==> src/rtl/sha256_pkg.sv <==
// Shared encodings and constants for the SHA-256 message feeder and its users.
package sha256_pkg;

  localparam int unsigned BLOCK_W  = 512;
  localparam int unsigned DIGEST_W = 256;

  localparam logic [31:0] SHA256_PAD_WORD = 32'h80000000;

  typedef enum logic [2:0] {
    ST_FILL,
    ST_PAD,
    ST_ISSUE,
    ST_WAIT,
    ST_OUT
  } state_t;

  // Work still owed to the current message once the in-flight block finishes.
  typedef enum logic [1:0] {
    PH_DATA,
    PH_NEED_PAD,
    PH_NEED_LEN,
    PH_FINAL
  } phase_t;

endpackage

==> src/rtl/sha256_msg_feeder.sv <==
// Packs a word stream into padded SHA-256 blocks, drives the core with chaining
// inputs, and hands the final digest out over a valid/ready handshake.
module sha256_msg_feeder
  import sha256_pkg::*;
#(
  parameter int unsigned LEN_W = 27
) (
  input  logic                clk,
  input  logic                reset,
  input  logic                msg_valid,
  output logic                msg_ready,
  input  logic [31:0]         msg_data,
  input  logic                msg_last,
  output logic                core_init,
  output logic [BLOCK_W-1:0]  core_block,
  output logic                core_first_block,
  output logic [DIGEST_W-1:0] core_prev_digest,
  input  logic                core_digest_valid,
  input  logic [DIGEST_W-1:0] core_digest,
  output logic                dout_valid,
  input  logic                dout_ready,
  output logic [DIGEST_W-1:0] dout_digest
);

  state_t                r_state, w_state_nxt;
  phase_t                r_phase, w_phase_nxt;
  logic [3:0]            r_wptr;
  logic [LEN_W-1:0]      r_len;
  logic [31:0]           r_blk [16];
  logic                  r_first;
  logic [DIGEST_W-1:0]   r_prev_digest;
  logic [DIGEST_W-1:0]   r_dout_digest;
  logic                  r_dv_prev;

  logic                  w_accept;
  logic                  w_edge;
  logic                  w_out_done;
  logic [LEN_W+4:0]      w_bits;
  logic [31:0]           w_bitlen;

  assign w_bits     = {r_len, 5'b0};
  assign w_bitlen   = 32'(w_bits);
  assign w_accept   = (r_state == ST_FILL) && msg_valid;
  // Only a fresh 0->1 transition seen while waiting counts as completion.
  assign w_edge     = (r_state == ST_WAIT) && core_digest_valid && !r_dv_prev;
  assign w_out_done = (r_state == ST_OUT) && dout_ready;

  always_ff @(posedge clk) begin
    if (reset) begin
      r_state <= ST_FILL;
      r_phase <= PH_DATA;
    end else begin
      r_state <= w_state_nxt;
      r_phase <= w_phase_nxt;
    end
  end

  always_comb begin
    w_state_nxt = r_state;
    w_phase_nxt = r_phase;
    unique case (r_state)
      ST_FILL: begin
        if (msg_valid) begin
          if (msg_last) begin
            if (r_wptr == 4'd15) begin
              w_state_nxt = ST_ISSUE;
              w_phase_nxt = PH_NEED_PAD;
            end else begin
              w_state_nxt = ST_PAD;
            end
          end else if (r_wptr == 4'd15) begin
            w_state_nxt = ST_ISSUE;
            w_phase_nxt = PH_DATA;
          end
        end
      end
      ST_PAD: begin
        w_state_nxt = ST_ISSUE;
        w_phase_nxt = (r_wptr <= 4'd13) ? PH_FINAL : PH_NEED_LEN;
      end
      ST_ISSUE: w_state_nxt = ST_WAIT;
      ST_WAIT: begin
        if (w_edge) begin
          unique case (r_phase)
            PH_DATA:     w_state_nxt = ST_FILL;
            PH_NEED_PAD: w_state_nxt = ST_PAD;
            PH_NEED_LEN: begin
              w_state_nxt = ST_ISSUE;
              w_phase_nxt = PH_FINAL;
            end
            PH_FINAL:    w_state_nxt = ST_OUT;
            default:     w_state_nxt = ST_FILL;
          endcase
        end
      end
      ST_OUT: begin
        if (dout_ready) begin
          w_state_nxt = ST_FILL;
          w_phase_nxt = PH_DATA;
        end
      end
      default: w_state_nxt = ST_FILL;
    endcase
  end

  always_ff @(posedge clk) begin
    if (reset) begin
      r_wptr        <= '0;
      r_len         <= '0;
      r_blk         <= '{default: '0};
      r_first       <= 1'b1;
      r_prev_digest <= '0;
      r_dout_digest <= '0;
      r_dv_prev     <= 1'b0;
    end else begin
      r_dv_prev <= core_digest_valid;

      if (w_accept) begin
        r_blk[r_wptr] <= msg_data;
        r_wptr        <= r_wptr + 4'd1;
        r_len         <= r_len + 1'b1;
      end

      // Slots below the marker keep message data; the length lands in slot 15
      // only when slots 14/15 are still free in this block.
      if (r_state == ST_PAD) begin
        for (int unsigned i = 0; i < 16; i++) begin
          if (i[3:0] == r_wptr)
            r_blk[i[3:0]] <= SHA256_PAD_WORD;
          else if (i[3:0] > r_wptr)
            r_blk[i[3:0]] <= '0;
        end
        if (r_wptr <= 4'd13)
          r_blk[15] <= w_bitlen;
      end

      if (r_state == ST_ISSUE)
        r_first <= 1'b0;

      if (w_edge) begin
        r_prev_digest <= core_digest;
        unique case (r_phase)
          PH_DATA, PH_NEED_PAD: r_wptr <= '0;
          PH_NEED_LEN: begin
            for (int unsigned i = 0; i < 15; i++)
              r_blk[i[3:0]] <= '0;
            r_blk[15] <= w_bitlen;
          end
          PH_FINAL: r_dout_digest <= core_digest;
          default: ;
        endcase
      end

      if (w_out_done) begin
        r_len   <= '0;
        r_wptr  <= '0;
        r_first <= 1'b1;
      end
    end
  end

  for (genvar g = 0; g < 16; g++) begin : g_blk
    assign core_block[BLOCK_W-1-32*g -: 32] = r_blk[g];
  end

  assign msg_ready        = (r_state == ST_FILL) && !reset;
  assign core_init        = (r_state == ST_ISSUE) && !reset;
  assign dout_valid       = (r_state == ST_OUT) && !reset;
  assign core_first_block = r_first;
  assign core_prev_digest = r_prev_digest;
  assign dout_digest      = r_dout_digest;

endmodule

==> config.mk <==
export PLATFORM = sky130hd
export DESIGN_NAME = sha256_msg_feeder
export DESIGN_NICKNAME = d
export VERILOG_FILES = /design/src/rtl/sha256_pkg.sv /design/src/rtl/sha256_msg_feeder.sv
export SDC_FILE = /design/constraint.sdc
export NUM_CORES = 2
export LEC_CHECK = 0
export BUFFER_PORTS_ARGS = -buffer_cell sky130_fd_sc_hd__buf_2
export CAP_MARGIN = 20
export CORE_AREA = 2 2 511 513
export DETAILED_ROUTE_END_ITERATION = 7
export DIE_AREA = 0 0 513 515
export PLACE_DENSITY_LB_ADDON = 0.25
export SYNTH_ARGS = -nofsm -noshare
export SYNTH_HDL_FRONTEND = slang
export SYNTH_SLANG_ARGS = --single-unit
export TNS_END_PERCENT = 10
==> constraint.sdc <==
create_clock -name clk -period 2.4 [get_ports clk]
set_clock_uncertainty 0.1 [all_clocks]
set_input_delay 0.72 -clock clk [delete_from_list [all_inputs] [get_ports clk]]
set_output_delay 0.72 -clock clk [all_outputs]
set_load 0.005 [all_outputs]
==> results.json <==
{
  "cp_top_family": "simple AND/OR/NAND/NOR gates",
  "cts_buffers": 132,
  "ant_nets": 0,
  "ios": 1322,
  "grt_pass1_vias": 36800,
  "num-nets-final": 6383,
  "grt_max_degree": 121,
  "synth_area_leader_cell": "dfxtp_1",
  "drv_slew": 0,
  "worstSetupEndpoint": "msg_ready",
  "num_rows": 187,
  "grt_usage": 0.158,
  "finalSetupTns_ps": -623,
  "drtPass1Iterations": 5,
  "ys_types": 57,
  "r2r_slack_ps": 40,
  "start_util": 0.146,
  "finalSetupViolations": 3,
  "rr_worst_depth": 10,
  "p_leak_nw": 22.1,
  "fp.dieH_um": 515,
  "cp.depth": 4,
  "max_freq_ghz": 0.374,
  "setup_ws_ps": -272,
  "synth_common_cells": "nand2_1, dfxtp_1, a21oi_1, clkbuf_1, buf_1",
  "wire_per_inst_um": 22.8,
  "path_class": "register to output pin",
  "fin_crit_ps": 2670,
  "drc": 0,
  "core_area_um2": 259000,
  "clk_latency_ps": 770,
  "gp_congestion": 0.832,
  "maxSlewHeadroom": 0.563,
  "arrival_ps": 1850,
  "path_cells": "buf_6, or3_4, nor2_4, buf_6",
  "avgSynthCellArea_um2": 7.82,
  "port_buffers": 1321,
  "drive_gt1_frac": 0.295,
  "syn2layout_area_growth_pct": 45.2,
  "cts_hold_buffers": 0,
  "max_stage_delay_ps": 410,
  "crit_top_cell": "buf_6",
  "peakVddDrop_mv": 0.632,
  "synthCells": 4820,
  "p_per_area_nw_per_um2": 763,
  "netlist.area_leader.share": 0.564,
  "crit_start": "r_state[0]",
  "r2r_start": "r_state[1]",
  "critical_path_required_ps": 1580,
  "outcome": "finished with violations",
  "drtIter0Drc": 2532,
  "period_share": 1.11,
  "overflow": 0,
  "rr_endpoint": "core_block[505]",
  "end_kind": "output pin",
  "crit_fanout": 5,
  "die_x_um": 513,
  "path_buf_inv": 2,
  "synth_most_common_cell": "nand2_1",
  "synthTopCellsByArea": "dfxtp_1, nand2_1, a21oi_1",
  "vias": 38800,
  "ys_seq_area_frac": 0.564,
  "cts_max_path_buffers": 3,
  "clock-sinks": 1062,
  "cp-start-kind": "register",
  "synth_edf_count": 0,
  "syn-num-nets": 5120,
  "htree_num_levels": 4,
  "whs_ps": 76.4,
  "ys_seq_elements": 1062,
  "grt_pass1_wl_um": 297000,
  "crit_slowest_cell": "or3_4",
  "violations": "setup timing",
  "cts_tree": "yes",
  "rsz0062_at_grt": "yes",
  "clk_pin_slew_ps": 60,
  "worst_pin_slew_ps": 655,
  "clockRootBuffer": "clkbuf_16",
  "hold_viol": 0,
  "min_path_type": "input port to register",
  "ys_warn_count": 0,
  "vias_per_cell": 4.04,
  "synthArstFlopShare": 0,
  "dpl.hpwl_um": 169000,
  "fp.dieArea_um2": 264000,
  "drt-total-wl_um": 220000,
  "antenna_found_initial": 76,
  "syn_area_um2": 37700,
  "synth_flop_cell": "dfxtp_1",
  "maxCapViolCount": 0
}
==> kinds of logic (layout without fill, tap and decap cells) <==
family | Yosys count | after routing | share of synthesized area
flip-flops | 1062 | 1062 | 0.564
AND/OR/NAND/NOR | 2159 | 2159 | 0.224
XOR/XNOR | 10 | 10 | 0.00232
other | 0 | 26 | 0
AO/OA/AOI/OAI | 1110 | 1110 | 0.154
multiplexers | 36 | 36 | 0.00960
adder cells (fa/ha/maj) | 6 | 6 | 0.00199
buffers and inverters | 437 | 1798 | 0.0442
==> metrics by stage <==
| step | instances | instance area [µm²] | total power [mW] | utilization | setup WS (ps) |
|---|---|---|---|---|---|
| 6_report | 9609 | 54700 | 41.7 | 0.212 | -272 |
| 5_1_grt | 9598 | 54700 | 43.2 | 0.211 | -375 |
| 2_1_floorplan | 4820 | 37700 | 19.2 | - | -37.5 |
| 4_1_cts | 9579 | 54500 | 42.4 | 0.211 | -395 |
| 3_5_place_dp | 9340 | 49800 | 20.9 | 0.193 | -214 |
| 3_3_place_gp | 9340 | 49800 | 20.8 | 0.193 | -213 |
==> placed cells by master (no fill, tap or decap), drive strengths merged, types with 6 or more instances in the layout <==
master | synthesis | final
nand2 | 2006 | 2006
buf | 70 | 1558
dfxtp | 1062 | 1062
a21oi | 1007 | 1007
clkbuf | 359 | 190
mux2i | 35 | 35
nand3 | 32 | 32
nor2 | 31 | 31
o21ai | 28 | 28
o2bb2ai | 27 | 27
diode | 0 | 26
clkinv | 0 | 20
and3 | 17 | 17
o31ai | 16 | 16
inv | 8 | 16
or4 | 15 | 15
bufinv | 0 | 12
nand4 | 10 | 10
nor2b | 8 | 8
a211oi | 8 | 8
or3 | 8 | 8
ha | 6 | 6
nor3 | 6 | 6
==> worst min-delay path by stage <==
stage / startpoint / endpoint / slack (ps) / cells past startpoint
6_report: core_digest[223] / dout_digest[223] / 80 / 3
5_1_grt: core_digest[224] / dout_digest[224] / 20 / 3
3_3_place_gp: core_block[427] / core_block[427] / 330 / 2
4_1_cts: core_digest[223] / dout_digest[223] / 1 / 3
3_5_place_dp: core_block[440] / core_block[440] / 340 / 2
2_1_floorplan: core_first_block / core_first_block / 340 / 2
==> sequential cells by signal (all words and copies together) (netlist names) <==
register and cells:
core_first_block 1, r_len 27, core_block 512, r_state 3
r_dv_prev 1, core_prev_digest 256, dout_digest 256, r_phase 2
r_wptr 4
==> worst register-to-register path: cells and delay by family, from the launching register on <==
family          cells  cell delay [ps]
simple gates        2              440
flops               1              350
buf+inv             6              930
compound gates      2              460
==> final cells by class <==
cell class,instances,area [µm²]
Timing Repair Buffer,1558,9450
Inverter,8,30.0
Tap cell,3402,4260
Fill cell,29100,204000
Clock buffer,190,3820
Clock inverter,42,773
Sequential cell,1062,21300
Antenna cell,26,65.1
Multi-Input combinational cell,3321,15000
==> where the power goes <==
part           total [mW]  leakage [nW]  internal [mW]  switching [mW]
clock                21.2          2.23           12.5            8.70
combinational        2.61          11.3          0.810            1.80
sequential           17.9          8.56           17.8          0.0972
==> metal layers <==
| layer | track usage | up-vias | routed length (µm) |
|---|---|---|---|
| met4 | 0.0577 | 52 | 8300 |
| li1 | - | 18200 | - |
| met3 | 0.0485 | 393 | 17300 |
| met5 | 0 | - | 333 |
| met2 | 0.283 | 1593 | 109000 |
| met1 | 0.176 | 18500 | 84100 |
==> repair_timing <==
item / 4_1_cts / 5_1_grt
endpoints found under the hold margin: 0 / 0
setup buffers: 7 / 4
gates resized for setup: 18 / 22
endpoints found under the setup margin: 5 / 51
pin swaps: 2 / 7
No activity file was read; power rests on OpenSTA's default activity.
